### config.mk
export PLATFORM = sky130hd
export DESIGN_NAME = alu_issue_ctrl
export DESIGN_NICKNAME = d
export VERILOG_FILES = /design/src/rtl/alu_issue_ctrl.sv
export SDC_FILE = /design/constraint.sdc
export NUM_CORES = 1
export LEC_CHECK = 0
export CAP_MARGIN = 40
export CORE_ASPECT_RATIO = 0.9
export CORE_MARGIN = 5
export CORE_UTILIZATION = 43
export CTS_CLUSTER_DIAMETER = 80
export DETAILED_ROUTE_END_ITERATION = 12
export PLACE_DENSITY = 0.91
export SLEW_MARGIN = 25
export SYNTH_ARGS = -nofsm -noshare
export SYNTH_HDL_FRONTEND = slang
export SYNTH_SLANG_ARGS = --single-unit
### constraint.sdc
create_clock -name Clock -period 2.9 [get_ports Clock]
set_input_delay 0.58 -clock Clock [delete_from_list [all_inputs] [get_ports Clock]]
set_output_delay 0.58 -clock Clock [all_outputs]
set_load 0.05 [all_outputs]
### src/rtl/alu_issue_ctrl.sv
// Issue sequencer in front of the ALU: registers one operation onto the ALU inputs,
// pulses the flag write once, then returns the result and the updated flags over valid/ready.
//
// state | meaning
// IDLE  | waiting for a request, ReqReady high
// EXEC  | operands on ALU, WF=wf_q, ALUOut captured at end of cycle
// FLAG  | WF low, post-update FlagsOut captured at end of cycle
// RESP  | response held until RspReady
module alu_issue_ctrl #(
  parameter int CNT_W = 16
) (
  input  logic             Clock,
  input  logic             Reset,
  input  logic             ReqValid,
  output logic             ReqReady,
  input  logic [31:0]      ReqA,
  input  logic [31:0]      ReqB,
  input  logic [4:0]       ReqFunSel,
  input  logic             ReqWF,
  output logic [31:0]      A,
  output logic [31:0]      B,
  output logic [4:0]       FunSel,
  output logic             WF,
  input  logic [31:0]      ALUOut,
  input  logic [3:0]       FlagsOut,
  output logic             RspValid,
  input  logic             RspReady,
  output logic [31:0]      RspData,
  output logic [3:0]       RspFlags,
  output logic [CNT_W-1:0] OpCount
);

  typedef enum logic [1:0] {IDLE, EXEC, FLAG, RESP} state_t;

  state_t state, state_nxt;
  logic   wf_q;
  logic   accept;
  logic   rsp_done;

  always_comb begin
    state_nxt = state;
    ReqReady  = 1'b0;
    WF        = 1'b0;
    RspValid  = 1'b0;
    accept    = 1'b0;
    rsp_done  = 1'b0;
    case (state)
      IDLE: begin
        ReqReady = ~Reset;
        accept   = ReqValid;
        if (ReqValid) state_nxt = EXEC;
      end
      EXEC: begin
        // Not gated by Reset: the ALU samples WF on this edge regardless.
        WF        = wf_q;
        state_nxt = FLAG;
      end
      FLAG: state_nxt = RESP;
      RESP: begin
        RspValid = 1'b1;
        rsp_done = RspReady;
        if (RspReady) state_nxt = IDLE;
      end
      default: state_nxt = IDLE;
    endcase
  end

  always_ff @(posedge Clock) begin
    if (Reset) begin
      state    <= IDLE;
      A        <= '0;
      B        <= '0;
      FunSel   <= '0;
      wf_q     <= 1'b0;
      RspData  <= '0;
      RspFlags <= '0;
      OpCount  <= '0;
    end else begin
      state <= state_nxt;
      if (accept) begin
        A      <= ReqA;
        B      <= ReqB;
        FunSel <= ReqFunSel;
        wf_q   <= ReqWF;
      end
      if (state == EXEC) RspData  <= ALUOut;
      if (state == FLAG) RspFlags <= FlagsOut;
      if (rsp_done)      OpCount  <= OpCount + CNT_W'(1);
    end
  end

endmodule
# Word level (Yosys, flattened, before mapping)
# Index checks and enable logic that the tools add are counted.
[word_totals]
inputBits = 110
wordCells = 25
ff_bits = 124
[op_classes]
addsub = 1
n_bitwise = 1
eq_ne = 5
muxes = 8
reduce_logical = 2
[ops]
columns = ["operator", "count"]
rows = [
  ["adder 16 x 1 -> 16 bit, second input constant", 1],
  ["one-hot mux 2 bit (4 select lines)", 1],
  ["2-to-1 mux 1 bit", 5],
  ["== test 2 bit, second input constant", 2],
  ["2-to-1 mux 2 bit", 2],
  ["!= test 2 bit, second input constant", 2],
  ["== test 2 x 1 -> 1 bit, second input constant", 1],
  ["zero test 2 bit", 1],
  ["AND reduction 2 bit", 1],
  ["NOT 1 bit", 1],
]

# Logic depth before layout (Yosys ltp)
[logic_depth]
depth_word = 3
ltp_mapped = 7
mapped_depth_nobuf = 5

# Least setup slack after synthesis
# Ideal clock, no wire load.
[synth_timing]
path_type = "input-to-output"
start = "input Reset"
end = "output ReqReady"
path_stages = 3
setup_slack_ns = 0.697
n_path_buf = 2
t_arrival_ns = 1.623
required_ns = 2.320
cell_sequence = "buf_2 clkbuf_1 nor2b_1"
[synth_between]
elab_chain_len = 2
[synth_rtl]
columns = ["element", "line", "rtl"]
rows = [
  ["start, declared", "13", "input logic Reset,"],
  ["NOT 1 bit", "49", "ReqReady = ~Reset;"],
  ["2-to-1 mux 1 bit", "47", "case (state)"],
  ["end, declared", "15", "output logic ReqReady,"],
]
# No other way between the ends.

# Worst setup path in the final report
[layout_timing]
start = "register state[0]"
end = "output RspValid"
[layout_between]
elab_chain_len = 2
[layout_rtl]
columns = ["element", "line", "rtl"]
rows = [
  ["start, declared", "35", "state_t state, state_nxt;"],
  ["start signal, assigned", "79", "state <= state_nxt;"],
  ["== test 2 bit", "47", ""],
  ["2-to-1 mux 1 bit", "47", ""],
  ["end, declared", "26", "output logic RspValid,"],
]
# No other way between the ends.

==> run metrics <==
vias in the first global route 4389; placed cells 854; num ports 234; Core ar. 10300 um2; Max Root-Sink Buffers 2; global-route wire length before repair 21.9 mm; Area Growth Syn to Fin 64.5%; ANT nets after route 0; R2R depth 6; setup ws final 306 ps; Non-Filler Instances 886; n_diodes 0; Seq. cell area 2480 um2; top post-synthesis cells by area dfxtp_1 (55%), nand2_1 (12%), a21oi_1 (8.1%); largest net degree at the start of global routing 71; Post-CTS Setup Inserts 0; Pint 4180 uW; FFs w/ async S/R, synth 0%; Distinct cells, synth 26; # DRC 0; CTS resizes 0; die span in y 108 um; Max rail drop VDD 0.611 mV; worst-margin pin slew 715 ps; hold path start Reset; hold path cells 2; Req. time, crit path 2320 ps; Net Sw Power 2860 uW; crit share post-route 89.5%; CP Capture Type output pin; met3 Use GR 7.88%; Crit path largest cell delay 880 ps; Clk pwr share 25.9%; syn_nets 637; Reg power frac 31.6%; Nets 859; HP Class primary input to flip-flop; Avg Inst Size Synth 8.72 um2; Hold Path Sink OpCount[13]$_SDFFE_PP0P_; Clock Root Buffer clkbuf_16; num rows 35; post-detail-place hpwl 10.3 mm; number of DRC markers in iteration 0 320; unrepaired setup endpoints after global routing no; P per Cell Area 941 nW/um2; Critical Path AT 2010 ps; worst path bufs/invs 1; Num Clock Sinks 124; initial antenna violation count 0; Warnings, synthesis 0; cell family with the largest share of critical-path delay buffers and inverters; switching share of power 40.6%; drt wl/cell 16.0 um; routability-driven placement congestion ratio 0.783; Layout Skew 5.90 ps; Starting Density 44.3%; clock slew at reported path FFs 50 ps; Worst setup SP type flip-flop; vias per inst 4.93; setup TNS 0 ps; Crit Path Class flip-flop to output pin; gr ovfl total 0; Final Setup Violations 0; post-synth top area share 54.5%; Port-buffer cells 233; outcome completed; most common flop cell mapped by yosys dfxtp_1; CTS tree yes; biggest area consumer among synthesized cells dfxtp_1; f_max 0.385 GHz; DP Area 6970 um2; Place WS 666 ps; Leak 0.00279 uW; Layout fillers 740; FF+latch count, synth 124; register area share after synthesis 54.5%; Final min period 2590 ps; share of cells above drive strength 1 6.47%; FF-to-FF Start state[0]$_SDFFE_PP0P_; GR peak layer met2; met1 Use GR 22.2%; Hold-fix buffers, CTS 0; Post-Syn Area 4550 um2; M2 GR Usage 39.1%; drt first pass iters 6; Comb pwr share 42.5%; MaxCap Viol Count 0; Slowest cell on crit path clkdlybuf4s50_1; multi-input logic area 1900 um2; Reg2Reg Setup Slack 1010 ps; sequence of cells on the critical path ha_1 > clkdlybuf4s50_1; latest clock arrival within the worst-skew pair 400 ps; htree depth 4; global-route usage over all layers 21.3%; Die Wd 118 um; fin area 7490 um2; Slew Viols, Final 0; die area 12800 um2; max_slew headroom 52.3%; maximum net fanout on the critical path 8; DR vias 4364; final hold viol count 0; Cells after Synth 522; cts bufs inserted 17; final WL 14.2 mm; number of synthesized flops with an enable pin 0; Worst R2R End B[14]$_SDFFE_PP0P_
synth_stat cells, drive strengths merged, types with 5 or more instances:
master  number
nand4        6
inv          6
buf         15
ha           5
nor3         6
xnor2        8
nor2        51
a21oi       74
dfxtp      124
nand2      147
nor4         5
clkbuf      20
mux2i       37
state kept, by name, indices dropped and copies added, names as in the netlist:
| signal | cells |
|---|---|
| B | 32 |
| OpCount | 16 |
| wf_q | 1 |
| A | 32 |
| RspFlags | 4 |
| state | 2 |
| RspData | 32 |
| FunSel | 5 |
cell usage in the layout, fill, tap and decap left out, types with 2 or more instances in the layout:
master,n
dfxtp_1,124
xor2_1,4
nor4_2,4
buf_4,5
o21ai_0,2
nand3_1,2
ha_1,4
nand4_1,4
nor2_1,51
or3_1,2
a21oi_1,74
clkinv_2,7
clkinvlp_4,3
mux2i_1,37
nand4_2,2
clkinv_4,2
nor2b_1,3
clkbuf_16,17
nand2_1,146
clkbuf_1,2
nor3_1,6
clkdlybuf4s50_1,230
xnor2_1,8
inv_1,6
buf_12,3
power by group through the flow:
stage	combinational, uW	clock, uW	sequential, uW
2_1_floorplan	903	0	3320
3_3_place_gp	2930	0	2230
3_5_place_dp	2990	0	2260
4_1_cts	3020	1860	2230
5_1_grt	3160	1950	2270
6_report	2990	1830	2230
final cells by class:
| type | count | area share, % |
|---|---|---|
| Sequential cell | 124 | 33.1 |
| Timing Repair Buffer | 238 | 32.0 |
| Multi-Input combinational cell | 357 | 25.4 |
| Clock buffer | 20 | 5.96 |
| Tap cell | 129 | 2.15 |
| Clock inverter | 12 | 1.00 |
| Inverter | 6 | 0.301 |
metrics by stage:
step                util, %  hold WS, ps  power [uW]
floorplan                 -          432        4220
global placement       67.7          441        5160
detailed placement     67.7          447        5250
CTS                    72.8          408        7110
global route           72.8          415        7380
finish                 72.8          428        7050
layer usage:
metal	part of all wire [%]	vias up
met3	8.4	24
met2	52	181
met5	0	-
met1	37	2016
li1	-	2143
met4	1.8	0
worst register-to-register path: cells and delay by family (launching register included):
| family | cells | cell delay, ps |
|---|---|---|
| compound gates | 1 | 180 |
| simple gates | 2 | 560 |
| fa+ha+maj | 1 | 280 |
| flops | 1 | 390 |
| buf+inv | 2 | 390 |
cell families (layout without fill, tap and decap cells):
kind of cell | count (synthesis) | count (layout) | synth area share, %
xor+xnor | 12 | 12 | 2.31
buf+inv | 41 | 276 | 3.85
compound gates | 76 | 76 | 8.35
flops | 124 | 124 | 54.5
mux | 38 | 38 | 8.38
fa+ha+maj | 5 | 5 | 1.37
simple gates | 226 | 226 | 21.2
how the worst max path moves through the flow:
stage | startpoint | end | cells past startpoint | slack (ps)
5_1_grt | state[0]$_SDFFE_PP0P_ | RspValid | 2 | 220
3_3_place_gp | ReqValid | B[6]$_SDFFE_PP0P_ | 5 | 750
6_report | state[0]$_SDFFE_PP0P_ | RspValid | 2 | 310
3_5_place_dp | ReqValid | B[14]$_SDFFE_PP0P_ | 5 | 670
2_1_floorplan | Reset | ReqReady | 3 | 700
4_1_cts | state[0]$_SDFFE_PP0P_ | RspValid | 2 | 290
(Power assumes the default switching activity.)
